==> src/rtl/bsmt_io_pkg.sv <==
// Shared port map, status bit positions and sample-pair type for the
// BSMT2000 DSP port responder.
package bsmt_io_pkg;

   localparam logic [2:0] PORT_ADDR_LO = 3'd0;
   localparam logic [2:0] PORT_ADDR_HI = 3'd1;
   localparam logic [2:0] PORT_ROM     = 3'd2;
   localparam logic [2:0] PORT_LEFT    = 3'd3;
   localparam logic [2:0] PORT_RIGHT   = 3'd7;
   localparam logic [2:0] PORT_STATUS  = 3'd0;
   localparam logic [2:0] PORT_CMD     = 3'd1;

   localparam int STAT_PENDING  = 0;
   localparam int STAT_NOT_FULL = 1;
   localparam int STAT_OVERRUN  = 2;
   localparam int STAT_OVERFLOW = 3;

   typedef struct packed {
      logic [15:0] left;
      logic [15:0] right;
   } pair_t;

   function automatic logic [15:0] status_word(input logic pending,
                                               input logic not_full,
                                               input logic overrun,
                                               input logic overflow);
      logic [15:0] w;
      w                = 16'h0000;
      w[STAT_PENDING]  = pending;
      w[STAT_NOT_FULL] = not_full;
      w[STAT_OVERRUN]  = overrun;
      w[STAT_OVERFLOW] = overflow;
      return w;
   endfunction

endpackage

==> src/rtl/bsmt_sample_fifo.sv <==
// Stereo-pair sample FIFO. A push into a full FIFO is accepted only when a
// pop frees the head slot in the same cycle; a pop never bypasses a push.
module bsmt_sample_fifo
   import bsmt_io_pkg::*;
#(
   parameter int DEPTH = 4
) (
   input  logic  clk_i,
   input  logic  rst_i,
   input  logic  push_i,
   input  pair_t push_data_i,
   input  logic  pop_i,
   output pair_t head_o,
   output logic  full_o,
   output logic  empty_o,
   output logic  drop_o
);

   localparam int AW = $clog2(DEPTH);

   pair_t          mem_q [DEPTH];
   logic [AW-1:0]  wr_ptr_q, wr_ptr_d;
   logic [AW-1:0]  rd_ptr_q, rd_ptr_d;
   logic [AW:0]    count_q, count_d;
   logic           push_ok, pop_ok;

   assign full_o  = (count_q == (AW+1)'(DEPTH));
   assign empty_o = (count_q == '0);
   assign head_o  = mem_q[rd_ptr_q];

   assign pop_ok  = pop_i & ~empty_o;
   assign push_ok = push_i & (~full_o | pop_ok);
   assign drop_o  = push_i & ~push_ok;

   always_comb begin
      wr_ptr_d = wr_ptr_q;
      rd_ptr_d = rd_ptr_q;
      count_d  = count_q;
      if (push_ok) wr_ptr_d = wr_ptr_q + 1'b1;
      if (pop_ok)  rd_ptr_d = rd_ptr_q + 1'b1;
      case ({push_ok, pop_ok})
         2'b10:   count_d = count_q + 1'b1;
         2'b01:   count_d = count_q - 1'b1;
         default: count_d = count_q;
      endcase
   end

   always_ff @(posedge clk_i or posedge rst_i) begin
      if (rst_i) begin
         wr_ptr_q <= '0;
         rd_ptr_q <= '0;
         count_q  <= '0;
      end else begin
         wr_ptr_q <= wr_ptr_d;
         rd_ptr_q <= rd_ptr_d;
         count_q  <= count_d;
      end
   end

   // Storage needs no reset; occupancy alone defines what is valid.
   always_ff @(posedge clk_i) begin
      if (push_ok) mem_q[wr_ptr_q] <= push_data_i;
   end

endmodule

==> src/rtl/bsmt_port_responder.sv <==
// DSP port-side responder: ROM address latch/read port, host command
// mailbox, status word and stereo sample FIFO feeding the audio mixer.
module bsmt_port_responder
   import bsmt_io_pkg::*;
#(
   parameter int FIFO_DEPTH = 4
) (
   input  logic        CLK,
   input  logic        RST,
   input  logic        CE_R,
   input  logic [2:0]  A,
   input  logic [15:0] DSP_DO,
   input  logic        WE_N,
   input  logic        DEN_N,
   output logic [15:0] DSP_DI,
   output logic [20:1] ROM_A,
   input  logic [15:0] ROM_DO,
   input  logic        HOST_WR,
   input  logic [15:0] HOST_DI,
   output logic        HOST_BUSY,
   input  logic        SAMPLE_CE,
   output logic [15:0] AUD_L,
   output logic [15:0] AUD_R
);

   logic        wr_acc, rd_acc, rd_cmd, rd_stat, push;
   logic [19:0] rom_a_q, rom_a_d;
   logic [15:0] left_q, left_d;
   logic [15:0] cmd_q, cmd_d;
   logic        pending_q, pending_d;
   logic        ovr_q, ovr_d, ovf_q, ovf_d;
   logic [15:0] aud_l_q, aud_l_d, aud_r_q, aud_r_d;
   pair_t       push_pair, head;
   logic        fifo_full, fifo_empty, fifo_drop, pop_fire;

   assign wr_acc  = ~WE_N & CE_R;
   assign rd_acc  = ~DEN_N & CE_R;
   assign rd_cmd  = rd_acc & (A == PORT_CMD);
   assign rd_stat = rd_acc & (A == PORT_STATUS);
   assign push    = wr_acc & (A == PORT_RIGHT);
   assign pop_fire = SAMPLE_CE & ~fifo_empty;

   assign push_pair.left  = left_q;
   assign push_pair.right = DSP_DO;

   bsmt_sample_fifo #(.DEPTH(FIFO_DEPTH)) u_fifo (
      .clk_i       (CLK),
      .rst_i       (RST),
      .push_i      (push),
      .push_data_i (push_pair),
      .pop_i       (SAMPLE_CE),
      .head_o      (head),
      .full_o      (fifo_full),
      .empty_o     (fifo_empty),
      .drop_o      (fifo_drop)
   );

   always_comb begin
      rom_a_d = rom_a_q;
      left_d  = left_q;
      if (wr_acc) begin
         case (A)
            PORT_ADDR_LO: rom_a_d[15:0]  = DSP_DO;
            PORT_ADDR_HI: rom_a_d[19:16] = DSP_DO[3:0];
            PORT_LEFT:    left_d         = DSP_DO;
            default:      ;
         endcase
      end
   end

   // A host write racing a DSP command read hands the DSP the old word and
   // leaves the new one pending, so it is not an overrun. Sticky set beats clear.
   always_comb begin
      cmd_d     = HOST_WR ? HOST_DI : cmd_q;
      pending_d = HOST_WR | (pending_q & ~rd_cmd);
      ovr_d     = (HOST_WR & pending_q & ~rd_cmd) | (ovr_q & ~rd_stat);
      ovf_d     = fifo_drop | (ovf_q & ~rd_stat);
      aud_l_d   = pop_fire ? head.left  : aud_l_q;
      aud_r_d   = pop_fire ? head.right : aud_r_q;
   end

   always_ff @(posedge CLK or posedge RST) begin
      if (RST) begin
         rom_a_q   <= '0;
         left_q    <= '0;
         cmd_q     <= '0;
         pending_q <= 1'b0;
         ovr_q     <= 1'b0;
         ovf_q     <= 1'b0;
         aud_l_q   <= '0;
         aud_r_q   <= '0;
      end else begin
         rom_a_q   <= rom_a_d;
         left_q    <= left_d;
         cmd_q     <= cmd_d;
         pending_q <= pending_d;
         ovr_q     <= ovr_d;
         ovf_q     <= ovf_d;
         aud_l_q   <= aud_l_d;
         aud_r_q   <= aud_r_d;
      end
   end

   always_comb begin
      DSP_DI = 16'h0000;
      case (A)
         PORT_STATUS: DSP_DI = status_word(pending_q, ~fifo_full, ovr_q, ovf_q);
         PORT_CMD:    DSP_DI = cmd_q;
         PORT_ROM:    DSP_DI = ROM_DO;
         default:     DSP_DI = 16'h0000;
      endcase
   end

   assign ROM_A     = rom_a_q;
   assign HOST_BUSY = pending_q;
   assign AUD_L     = aud_l_q;
   assign AUD_R     = aud_r_q;

endmodule

==> config.mk <==
export PLATFORM = sky130hd
export DESIGN_NAME = bsmt_port_responder
export DESIGN_NICKNAME = d
export VERILOG_FILES = /design/src/rtl/bsmt_io_pkg.sv /design/src/rtl/bsmt_sample_fifo.sv /design/src/rtl/bsmt_port_responder.sv
export SDC_FILE = /design/constraint.sdc
export NUM_CORES = 1
export LEC_CHECK = 0
export CORE_ASPECT_RATIO = 0.5
export CORE_UTILIZATION = 30
export DETAILED_ROUTE_END_ITERATION = 10
export PLACE_DENSITY = 0.55
export RECOVER_POWER = 100
export SLEW_MARGIN = 10
export SYNTH_ARGS = -nofsm -noshare
export SYNTH_HDL_FRONTEND = slang
export SYNTH_SLANG_ARGS = --single-unit
export TNS_END_PERCENT = 1
==> constraint.sdc <==
create_clock -name CLK -period 3.2 [get_ports CLK]
set_input_delay 0.32 -clock CLK [delete_from_list [all_inputs] [get_ports CLK]]
set_output_delay 0.32 -clock CLK [all_outputs]
set_load 0.05 [all_outputs]
======== Word-level counts from Yosys, hierarchy flattened ========
Memories as Yosys holds them, arrays and structs flattened. A register that Yosys moved wholly into a read port is not among the register bits.
Cells that the tools add are included.
word-level totals
  register bits after elaboration ......... 62
  bits in writable memories ............... 128
  output and inout bits ................... 69
  word-level logic and storage cells ...... 56
  memories ................................ 1
memory list
  name          depth  bits a word  rd ports  clocked after memory_dff  wr ports  line                    source
  u_fifo.mem_q  4      32           1         1                         1         bsmt_sample_fifo.sv:21  pair_t mem_q [DEPTH];
operators by class
  $add $sub $neg .......................... 4
  eq/ne operators ......................... 7
  mux-type cells .......................... 4
  bitwise operators ....................... 24
  reduce and logical (&&, ||, !) cells .... 6
operators by type and width
  operator               count
  $pmux W16 S3           1
  $and A1 B1 Y1          13
  $not A1 Y1             7
  $eq A3 B2 Y1 const B   2
  $eq A3 B3 Y1 const B   2
  $logic_not A3 Y1       2
  $pmux W3 S2            1
  $reduce_and A2 Y1      3
  $add A2 B1 Y2 const B  2
  $or A1 B1 Y1           4
  $add A3 B1 Y3 const B  1
  $eq A3 B1 Y1 const B   1
  $sub A3 B1 Y3 const B  1
  $eq A2 B1 Y1 const B   1
  $eq A2 B2 Y1 const B   1
  $mux W1                2
  $reduce_bool A2 Y1     1

======== Longest topological paths before layout ========
  depth in word-level cells ............... 8
  depth in mapped cells ................... 9

======== Hierarchy ========
From an unflattened synthesis, not the netlist that was laid out.
second synthesis, totals
  cell total of the unflattened synthesis .. 451
  area, all modules ....................... 8712.1 um^2
by module, submodules not included
  module               times used  cells each  area each (um^2)  sequential area each (um^2)
  bsmt_sample_fifo     1           208         5081.1            4018.9
  bsmt_port_responder  1           243         3631.0            2177.1

======== Worst setup path after synthesis ========
OpenSTA, ideal clock, no wires.
  path kind ............................... input port to flip-flop
  from .................................... in A[0]
  to ...................................... mem u_fifo.mem_q[0][0] (netlist name) (enable)
  library setup time ...................... 392 ps
  data arrival time ....................... 1907 ps
  slack ................................... 901 ps
  stages on the path ...................... 6
  cell sequence ........................... buf_2 > and4b_1 > buf_6 > and3_4 > buf_6 > and2_1
between the ends
  word-level cells in the longest chain between the ends .. 5
RTL lines
  element                        line                       source
  start: declaration             bsmt_port_responder.sv:11  input logic [2:0] A,
  $eq A3 B3 Y1                   bsmt_port_responder.sv:40  assign push = wr_acc & (A == PORT_RIGHT);
  $and A1 B1 Y1                  bsmt_port_responder.sv:40
  $and A1 B1 Y1                  bsmt_sample_fifo.sv:32     assign push_ok = push_i & (~full_o | pop_ok);
  $mux W1                        bsmt_sample_fifo.sv:62     if (push_ok) mem_q[wr_ptr_q] <= push_data_i;
  $mux W1 (not written as such)  bsmt_sample_fifo.sv:62
  end: declaration               bsmt_sample_fifo.sv:21
No other way between the ends.

======== Final worst setup path ========
  from .................................... in A[0]
  to ...................................... mem u_fifo.mem_q[3][4] (netlist name) (enable)
Same word-level chain as after synthesis.

==> qor.yml <==
maxSlewViolCount: 80
yosys-top-cells-count: "128 x edfxtp_1, 104 x nand2_1, 94 x dfrtp_1, 52 x mux2_2, 32 x mux4_2"
cts_sinks: 222
grt_usage_pct: 13.0
hp-class: "input pin to flop"
drt_wl_total_mm: 18.9
post_synth_num_cell_types: 37
violations: "capacitance limit, slew limit"
fin_util_pct: 39.2
fillers: 2625
power_density_nw_per_um2: 836
synthToLayoutAreaGrowth_pct: 26.6
cts_tree: "done"
synth_ff_type: "edfxtp_1"
ir_worst_vdd_mv: 0.378
start_util_pct: 31.0
finalSetupViolCount: 0
synthArstFlopShare_pct: 42.3
cts_buffers: 23
synthCells: 532
yosysMostFrequentCell: "edfxtp_1"
clk_pin_slew_ns: 0.06
antenna_found_initial: 0
fin_nets: 732
drtIter0Drc: 251
die_h_um: 122
cp_max_fo: 32
viasPerCell: 4.52
final_hold_viol_count: 0
vias: 4830
critical_path_arrival_ns: 2.83
ys_ff_latch: 222
synthTopCellsByArea: "edfxtp_1 44%, dfrtp_1 27%, mux4_2 8.3%"
max_slew_margin_pct: -36.6
grt-ovfl-total: 0
yosys_warnings: 0
pin_count: 127
yosysSeqAreaShare_pct: 71.4
synth_top_cell_by_area: "edfxtp_1"
grt_pass1_wl_mm: 29.6
netlist_area_sq_um: 8680
drc_errors: 0
routabilityCongestion: 0.728
cts_hold_buffers: 0
firstDrtPassIters: 4
grt_max_degree: 50
cpMaxStageDelayCell: "clkbuf_2"
fin_crit_ns: 2.70
power_leakage_nw: 4.18
worstSetupEndpointType: "flop"
setup_tns_ns: 0
fp-row-count: 43
wl_per_cell_um: 17.7
rsz0062_at_grt: "no"
worst_setup_path_start_kind: "input pin"
clock_latency_ns: 0.52
post-route-period-util_pct: 84.3
antenna_cells: 0
max_slew.worst_pin.slew_ns: 2.05
path_class: "input pin to flop"
portBuffers: 126
clockRootBuffer: "clkbuf_16"
postSynthAreaPerCell_sq_um: 16.3
path_cells: "dlygate4sd3_1 > and4b_1 > and3_1 > and2_0 > clkbuf_2"
dieArea_sq_um: 29600
layout-drive-gt1-share_pct: 20.0
critPathMaxStageDelay_ns: 0.78
finalClockSkew_ns: 0.0129
grt_pass1_vias: 5025
core_area_sq_um: 28000
h-tree-depth: 1
hpwl_mm: 11.7
status: "complete, but fails checks"
cts_setup_buffers: 0
synth-edff-count: 128
ant_nets: 0
fmax_mhz: 371
clk_path_buf_depth: 3
cp.required_ns: 3.33
die_w_um: 242
maxCapViolations: 2
cts-resized-gates: 0
synth_top_area_share_pct: 44.3
synthesis.nets: 595
==> worst max-delay path, delay by kind of cell <==
kind,cells,cell delay [ns]
and+or+nand+nor,3,0.95
buffers and inverters,2,1.53
==> cell families after synthesis <==
kind of cell             after synthesis  share of synthesized area [%]
flip-flops                           222                           71.4
adder cells (fa/ha/maj)                5                          0.808
AO/OA/AOI/OAI                         30                           2.65
AND/OR/NAND/NOR                      144                           6.91
multiplexers                          89                           15.6
XOR/XNOR                               5                          0.591
buffers and inverters                 37                           1.99
==> state kept, by name, summed over array words and instances, names as in the netlist <==
register / flops
ovr_q: 1
u_fifo.mem_q: 128
u_fifo.wr_ptr_q: 2
left_q: 16
HOST_BUSY: 1
u_fifo.rd_ptr_q: 2
AUD_R: 16
AUD_L: 16
ovf_q: 1
cmd_q: 16
ROM_A: 20
u_fifo.count_q: 3
==> final cells by class <==
type | count | area [sq um] | area share (%)
flip-flops and latches | 222 | 6200 | 56.4
multi-input cells | 273 | 2290 | 20.8
repair buffers | 142 | 1300 | 11.8
clock buffers | 27 | 601 | 5.47
well taps | 382 | 478 | 4.35
clock inverters | 15 | 91.3 | 0.832
inverters | 7 | 26.3 | 0.239
==> stage by stage <==
| step | power [mW] | setup WS (ns) | cell area [sq um] | std cells | hold WS, ns |
|---|---|---|---|---|---|
| 3_5_place_dp | 7.01 | 0.523 | 10600 | 1026 | 0.462 |
| 6_report | 9.18 | 0.501 | 11000 | 1068 | 0.417 |
| 5_1_grt | 9.65 | 0.349 | 11000 | 1068 | 0.407 |
| 4_1_cts | 9.52 | 0.719 | 11300 | 1068 | 0.298 |
| 3_3_place_gp | 6.98 | 0.585 | 10600 | 1026 | 0.461 |
| 2_1_floorplan | 5.91 | 0.431 | 8680 | 532 | 0.419 |
==> layout by cell type (no fill, tap or decap), drive strengths merged, types with 2 or more instances in the layout <==
cell type | netlist | final
a21oi | 6 | 6
a22oi | 13 | 13
xnor2 | 5 | 5
buf | 13 | 10
edfxtp | 128 | 128
mux2i | 5 | 5
dfrtp | 94 | 94
o21ai | 2 | 2
and2 | 5 | 5
mux2 | 52 | 52
nor3b | 3 | 3
clkinv | 0 | 12
nor2b | 2 | 2
ha | 4 | 4
nor2 | 23 | 23
nand2 | 104 | 104
clkbuf | 17 | 49
nand3 | 2 | 2
dlygate4sd3 | 0 | 73
mux4 | 32 | 32
clkdlybuf4s50 | 0 | 37
inv | 7 | 9
and3 | 2 | 2
==> metal layers <==
layer	GRT usage (%)	vias to the layer above	part of all wire [%]
li1	-	2224	-
met1	17.8	2494	46
met2	21.7	85	49
met3	2.36	27	3.8
met4	2.61	0	1.2
met5	0	-	0
==> power breakdown <==
part,internal (mW),switching [mW]
combinational,1.11,1.79
clock,1.36,1.11
sequential,3.48,0.329
total,5.95,3.23
==> worst paths after layout <==
kind	start	end	slack, ns	cells past startpoint
worst min-delay path	HOST_DI[4]	cmd_q[4]	0.42	2
max in group asynchronous	RST	u_fifo.rd_ptr_q[0]	0.92	2
worst max register to register	u_fifo.count_q[0]	u_fifo.mem_q[3][4]	0.60	4
worst min register to register	AUD_L[14]	AUD_L[14]	0.46	2
worst max-delay path	A[0]	u_fifo.mem_q[3][4]	0.50	5
min in group asynchronous	RST	ROM_A[2]	0.95	2
Note: power is estimated with default switching activity, not from simulation.
